[src/rtl/level_loader.sv]
// Level loader: streams one level's 40 ROM words into shadow tables, commits them on frame_start.
// Latency: 41 cycles from accepted load_req to PEND; tables update on the first frame_start seen in PEND.
// Backpressure: none; load_req is ignored (not queued) while busy, frame_start is ignored outside PEND.
//
// Ports:
//   Clk, reset_n        clock, asynchronous active-low reset
//   load_req, level_id  one-cycle load request and level number (sampled in IDLE only)
//   frame_start         vertical-blank pulse; commits a pending load
//   rom_en, rom_addr    level-ROM read port, address = {level, word}
//   rom_data            ROM read data, one cycle after rom_en/rom_addr
//   busy, done          load in progress / one-cycle commit pulse
//   info_*              committed ground, fence, spike and exit tables
module level_loader #(
  parameter int N_GROUND = 16,
  parameter int N_FENCE  = 16,
  parameter int N_SPIKE  = 6
) (
  input  logic                      Clk,
  input  logic                      reset_n,
  input  logic                      load_req,
  input  logic [2:0]                level_id,
  input  logic                      frame_start,
  output logic                      rom_en,
  output logic [8:0]                rom_addr,
  input  logic [28:0]               rom_data,
  output logic                      busy,
  output logic                      done,
  output logic [N_GROUND-1:0][28:0] info_ground,
  output logic [N_FENCE-1:0][28:0]  info_fence,
  output logic [N_SPIKE-1:0][20:0]  info_spince,
  output logic [1:0][9:0]           info_exit
);

  // Word layout inside a level: ground, fence, spike, then the two exit words.
  localparam int FENCE_BASE = N_GROUND;
  localparam int SPIKE_BASE = N_GROUND + N_FENCE;
  localparam int EXIT_BASE  = SPIKE_BASE + N_SPIKE;
  localparam logic [5:0] LAST_WORD = 6'(EXIT_BASE + 1);

  typedef enum logic [1:0] {IDLE, READ, DRAIN, PEND} state_t;

  state_t state_q, state_d;
  logic [5:0] cnt_q, cnt_d;
  logic [2:0] id_q, id_d;
  logic       rd_vld_q, rd_vld_d;   // a ROM word is arriving this cycle
  logic [5:0] rd_idx_q, rd_idx_d;   // which word is arriving
  logic       done_q, done_d;

  logic [N_GROUND-1:0][28:0] sh_ground_q, sh_ground_d;
  logic [N_FENCE-1:0][28:0]  sh_fence_q, sh_fence_d;
  logic [N_SPIKE-1:0][20:0]  sh_spike_q, sh_spike_d;
  logic [1:0][9:0]           sh_exit_q, sh_exit_d;

  logic [N_GROUND-1:0][28:0] info_ground_q, info_ground_d;
  logic [N_FENCE-1:0][28:0]  info_fence_q, info_fence_d;
  logic [N_SPIKE-1:0][20:0]  info_spike_q, info_spike_d;
  logic [1:0][9:0]           info_exit_q, info_exit_d;

  always_comb begin
    state_d       = state_q;
    cnt_d         = cnt_q;
    id_d          = id_q;
    done_d        = 1'b0;
    rd_vld_d      = (state_q == READ);
    rd_idx_d      = cnt_q;
    sh_ground_d   = sh_ground_q;
    sh_fence_d    = sh_fence_q;
    sh_spike_d    = sh_spike_q;
    sh_exit_d     = sh_exit_q;
    info_ground_d = info_ground_q;
    info_fence_d  = info_fence_q;
    info_spike_d  = info_spike_q;
    info_exit_d   = info_exit_q;

    case (state_q)
      IDLE: begin
        // load_req wins over a coincident frame_start: nothing is pending here.
        if (load_req) begin
          id_d    = level_id;
          cnt_d   = 6'd0;
          state_d = READ;
        end
      end
      READ: begin
        // Counter parks on the last word so rom_addr holds it afterwards.
        if (cnt_q == LAST_WORD) state_d = DRAIN;
        else                    cnt_d   = cnt_q + 6'd1;
      end
      DRAIN: state_d = PEND;
      PEND: begin
        if (frame_start) begin
          info_ground_d = sh_ground_q;
          info_fence_d  = sh_fence_q;
          info_spike_d  = sh_spike_q;
          info_exit_d   = sh_exit_q;
          done_d        = 1'b1;
          state_d       = IDLE;
        end
      end
      default: state_d = IDLE;
    endcase

    // Route the returning word into its shadow slot; surplus high bits drop off.
    if (rd_vld_q) begin
      for (int i = 0; i < N_GROUND; i++)
        if (rd_idx_q == 6'(i)) sh_ground_d[i] = rom_data;
      for (int i = 0; i < N_FENCE; i++)
        if (rd_idx_q == 6'(FENCE_BASE + i)) sh_fence_d[i] = rom_data;
      for (int i = 0; i < N_SPIKE; i++)
        if (rd_idx_q == 6'(SPIKE_BASE + i)) sh_spike_d[i] = rom_data[20:0];
      for (int i = 0; i < 2; i++)
        if (rd_idx_q == 6'(EXIT_BASE + i)) sh_exit_d[i] = rom_data[9:0];
    end
  end

  always_ff @(posedge Clk or negedge reset_n) begin
    if (!reset_n) begin
      state_q       <= IDLE;
      cnt_q         <= '0;
      id_q          <= '0;
      rd_vld_q      <= 1'b0;
      rd_idx_q      <= '0;
      done_q        <= 1'b0;
      sh_ground_q   <= '0;
      sh_fence_q    <= '0;
      sh_spike_q    <= '0;
      sh_exit_q     <= '0;
      info_ground_q <= '0;
      info_fence_q  <= '0;
      info_spike_q  <= '0;
      info_exit_q   <= '0;
    end else begin
      state_q       <= state_d;
      cnt_q         <= cnt_d;
      id_q          <= id_d;
      rd_vld_q      <= rd_vld_d;
      rd_idx_q      <= rd_idx_d;
      done_q        <= done_d;
      sh_ground_q   <= sh_ground_d;
      sh_fence_q    <= sh_fence_d;
      sh_spike_q    <= sh_spike_d;
      sh_exit_q     <= sh_exit_d;
      info_ground_q <= info_ground_d;
      info_fence_q  <= info_fence_d;
      info_spike_q  <= info_spike_d;
      info_exit_q   <= info_exit_d;
    end
  end

  assign rom_en      = (state_q == READ);
  assign rom_addr    = {id_q, cnt_q};
  assign busy        = (state_q != IDLE);
  assign done        = done_q;
  assign info_ground = info_ground_q;
  assign info_fence  = info_fence_q;
  assign info_spince = info_spike_q;
  assign info_exit   = info_exit_q;

endmodule

[config.mk]
export PLATFORM = sky130hd
export DESIGN_NAME = level_loader
export DESIGN_NICKNAME = d
export VERILOG_FILES = /design/src/rtl/level_loader.sv
export SDC_FILE = /design/constraint.sdc
export NUM_CORES = 2
export LEC_CHECK = 0
export CORE_MARGIN = 8
export CORE_UTILIZATION = 45
export CTS_CLUSTER_SIZE = 14
export DETAILED_ROUTE_END_ITERATION = 16
export GPL_ROUTABILITY_DRIVEN = 0
export PLACE_DENSITY = 0.68
export SETUP_SLACK_MARGIN = 0.2
export SLEW_MARGIN = 30
export SYNTH_ARGS = -nofsm -noshare
export SYNTH_HDL_FRONTEND = slang
export SYNTH_SLANG_ARGS = --single-unit
[constraint.sdc]
create_clock -name Clk -period 5.16 [get_ports Clk]
set_input_delay 1.032 -clock Clk [delete_from_list [all_inputs] [get_ports Clk]]
set_output_delay 1.032 -clock Clk [all_outputs]
set_load 0.01 [all_outputs]
==> flow_summary.yaml <==
sta:
  grt_setup_unrepaired: "no"
  period_minus_slack_ns: 3.665
  fin_tns_setup_ns: 0
  drv_slew: 0
  finalCritPeriodShare_pct: 71.03
  setup_slack_ns: 1.495
  fin_worst_skew_ns: 0.02728
  clock.fmax_mhz: 272.8
  fin_hold_ws_ns: 0.1781
  slew_headroom_pct: 22.19
  worstMarginPinSlew_ns: 1.167
  finalHoldViolCount: 0
  setup_viol: 0
synth:
  yosysUniqueCellTypes: 39
  ys.flop_type: "dfrtp_1"
  synth_fp_nets: 7091
  synthArstFlopShare_pct: 100.0
  yosys_warnings: 0
  synth_area_per_cell_sq_um: 11.51
  synth-seq-cells: 2167
  synth-seq-area-share_pct: 66.83
  netlist_instances: 7049
  synth_edf_count: 0
  netlist_area_sq_um: 81140
job:
  maxCapViolCount: 0
layout:
  fillers: 14900
  layout_common_cells: "nand2_1, dfrtp_1, clkdlybuf4s50_1"
  finalNetCount: 8081
  fin_cells: 10600
  final_common_cell: "nand2_1"
  area_delta_synth_final_pct: 25.88
  drive_gt1_share_pct: 19.55
  multi_input_area_sq_um: 25130
  regArea_sq_um: 54230
critical_path:
  slowest_delay_ns: 0.72
  start_kind: "flip-flop"
  crit_arrival_ns: 2.63
  rrSetupSlack_ns: 1.94
  critical_path.max_fanout: 17
  critPathKind: "reg2out"
  worstSetupEndpointType: "output port"
  crit_chain: "inv_1, ha_1, clkdlybuf4s50_1"
  worstPathRequired_ns: 4.13
  critPathSlowestCell: "clkdlybuf4s50_1"
drt:
  drc: 0
  drtIter0Drc: 5294
  first_pass_iters: 5
  num_vias: 56180
  ant_nets: 0
  drt-vias-per-instance: 5.301
  wirelength_um: 273300
  wl_per_cell_um: 25.78
place:
  dp_hpwl_um: 173900
  place_inst: 10190
  pre_cts_ws_ns: 1.576
  portBuffers: 1121
clocking:
  cts_setup_buffers: 0
  cts_resized: 0
  cts_max_level: 4
  root_buffer: "clkbuf_16"
  cts_tree: "yes"
  cts_made_buffers: 211
  clk_pin_slew_worst_paths_ns: 0.06
  clockBufferDepth: 3
  cts_sinks: 2167
  hold_buffers: 0
  clk_latency_ns: 0.86
global_routing:
  grt_max_degree: 209
  grt_pass1_wl_um: 394300
  grt_overflow: 0
  grt_pass1_vias: 56800
  groute.usage.overall_pct: 27.58
  antenna_found_initial: 29
hold_path:
  hold_path.class: "in2async"
pwr:
  seqPwrFrac_pct: 43.6
  ir_drop_v: 0.0003420
  p_sw_mw: 19.83
  p_total_mw: 60.04
  switching_share_pct: 33.03
  pwr_density_cell_nw_per_um2: 587.8
  clockPowerShare_pct: 26.7
  internal_power_mw: 40.21
  power_leakage_nw: 49.40
  combPwrFrac_pct: 29.7
floorplanning:
  rows: 156
  initial_core_util_pct: 45.09
  core_sq_um: 180000
  ioPinCount: 1122
  die_h_um: 440.6
  die-area_sq_um: 194200
  fp.dieW_um: 440.6
status:
  status: "complete, no violations"
[layer usage]
layer  GRT usage, %  share of wire, %
met1          34.50                39
met2          44.45                48
met3          5.374               6.5
met4          16.89               7.0
met5              0             0.010
[metrics by stage]
stage / util (%) / cell area, sq um
2_1_floorplan: - / 81140
3_3_place_gp: 52.53 / 94540
3_5_place_dp: 52.66 / 94760
4_1_cts: 56.69 / 102000
5_1_grt: 56.74 / 102100
6_report: 56.76 / 102100
[path summary, 6_finish.rpt]
check | start | to | cells past startpoint
max in group asynchronous | reset_n | sh_ground_q[315]$_DFFE_PN0P_ | 2
setup reg to reg | rd_idx_q[0]$_DFF_PN0_ | sh_ground_q[213]$_DFFE_PN0P_ | 5
hold reg to reg | sh_fence_q[18]$_DFFE_PN0P_ | info_fence[18]$_DFFE_PN0P_ | 2
min in group Clk | sh_fence_q[18]$_DFFE_PN0P_ | info_fence[18]$_DFFE_PN0P_ | 2
hold / removal | reset_n | sh_ground_q[134]$_DFFE_PN0P_ | 1
setup / recovery | state_q[1]$_DFFE_PN0P_ | rom_en | 3
[kinds of logic (layout without fill, tap and decap cells)]
kind of cell    after synthesis  in the layout  synth area share (%)
compound gates               18             18                0.1527
fa+ha+maj                     6              6               0.09251
other cells                   0             15                     0
buf+inv                     468           1632                 2.409
flops                      2167           2167                 66.83
simple gates               3310           3310                 15.49
mux                        1080           1080                 15.03
[final cells by class]
class / count / share of cell area, %
Sequential cell: 2167 / 53.09
Multi-Input combinational cell: 4414 / 24.60
Clock buffer: 318 / 6.235
Inverter: 6 / 0.02940
Antenna cell: 15 / 0.03675
Clock inverter: 69 / 0.8771
Tap cell: 2370 / 2.903
Timing Repair Buffer: 1239 / 12.23
[power by group through the flow]
stage	Sequential (mW)	Combinational (mW)	Clock, mW
final	26.1	17.8	16.0
after CTS	26.1	18.0	16.3
after detailed placement	26.3	18.0	0
after global placement	26.2	17.6	0
after floorplan	26.2	6.15	0
after global routing	26.5	19.3	16.9
[registers in the layout, indices dropped and copies added, names as in the netlist]
signal,flops
cnt_q,6
done,1
id_q,3
info_exit,20
info_fence,464
info_ground,464
info_spince,126
rd_idx_q,6
rd_vld_q,1
sh_exit_q,20
sh_fence_q,464
sh_ground_q,464
sh_spike_q,126
state_q,2
[Yosys cell counts (2+ instances only)]
master,n,area (sq um)
nand2_1,3250,12200
dfrtp_1,2167,54230
mux2_2,1068,12030
clkbuf_1,337,1265
buf_2,80,400.4
buf_1,22,82.58
buf_4,20,150.1
nor2_1,18,67.56
mux2_4,10,150.1
o21ai_0,7,35.03
ha_1,6,75.07
nand2b_1,6,37.54
nor3_1,6,30.03
inv_1,5,18.77
and3b_1,4,35.03
nand3_1,4,20.02
or2_2,4,25.02
buf_6,3,33.78
nand3b_1,3,22.52
nor2b_1,3,18.77
o211ai_1,3,22.52
o311ai_0,3,26.28
and2_1,2,12.51
and3_1,2,12.51
mux2i_1,2,20.02
[worst max-delay path: cells and delay by family (launching register included)]
| kind | cells | cell delay, ns |
|---|---|---|
| buf+inv | 2 | 0.83 |
| fa+ha+maj | 1 | 0.53 |
| flops | 1 | 0.40 |
No activity file was read; power rests on OpenSTA's default activity.
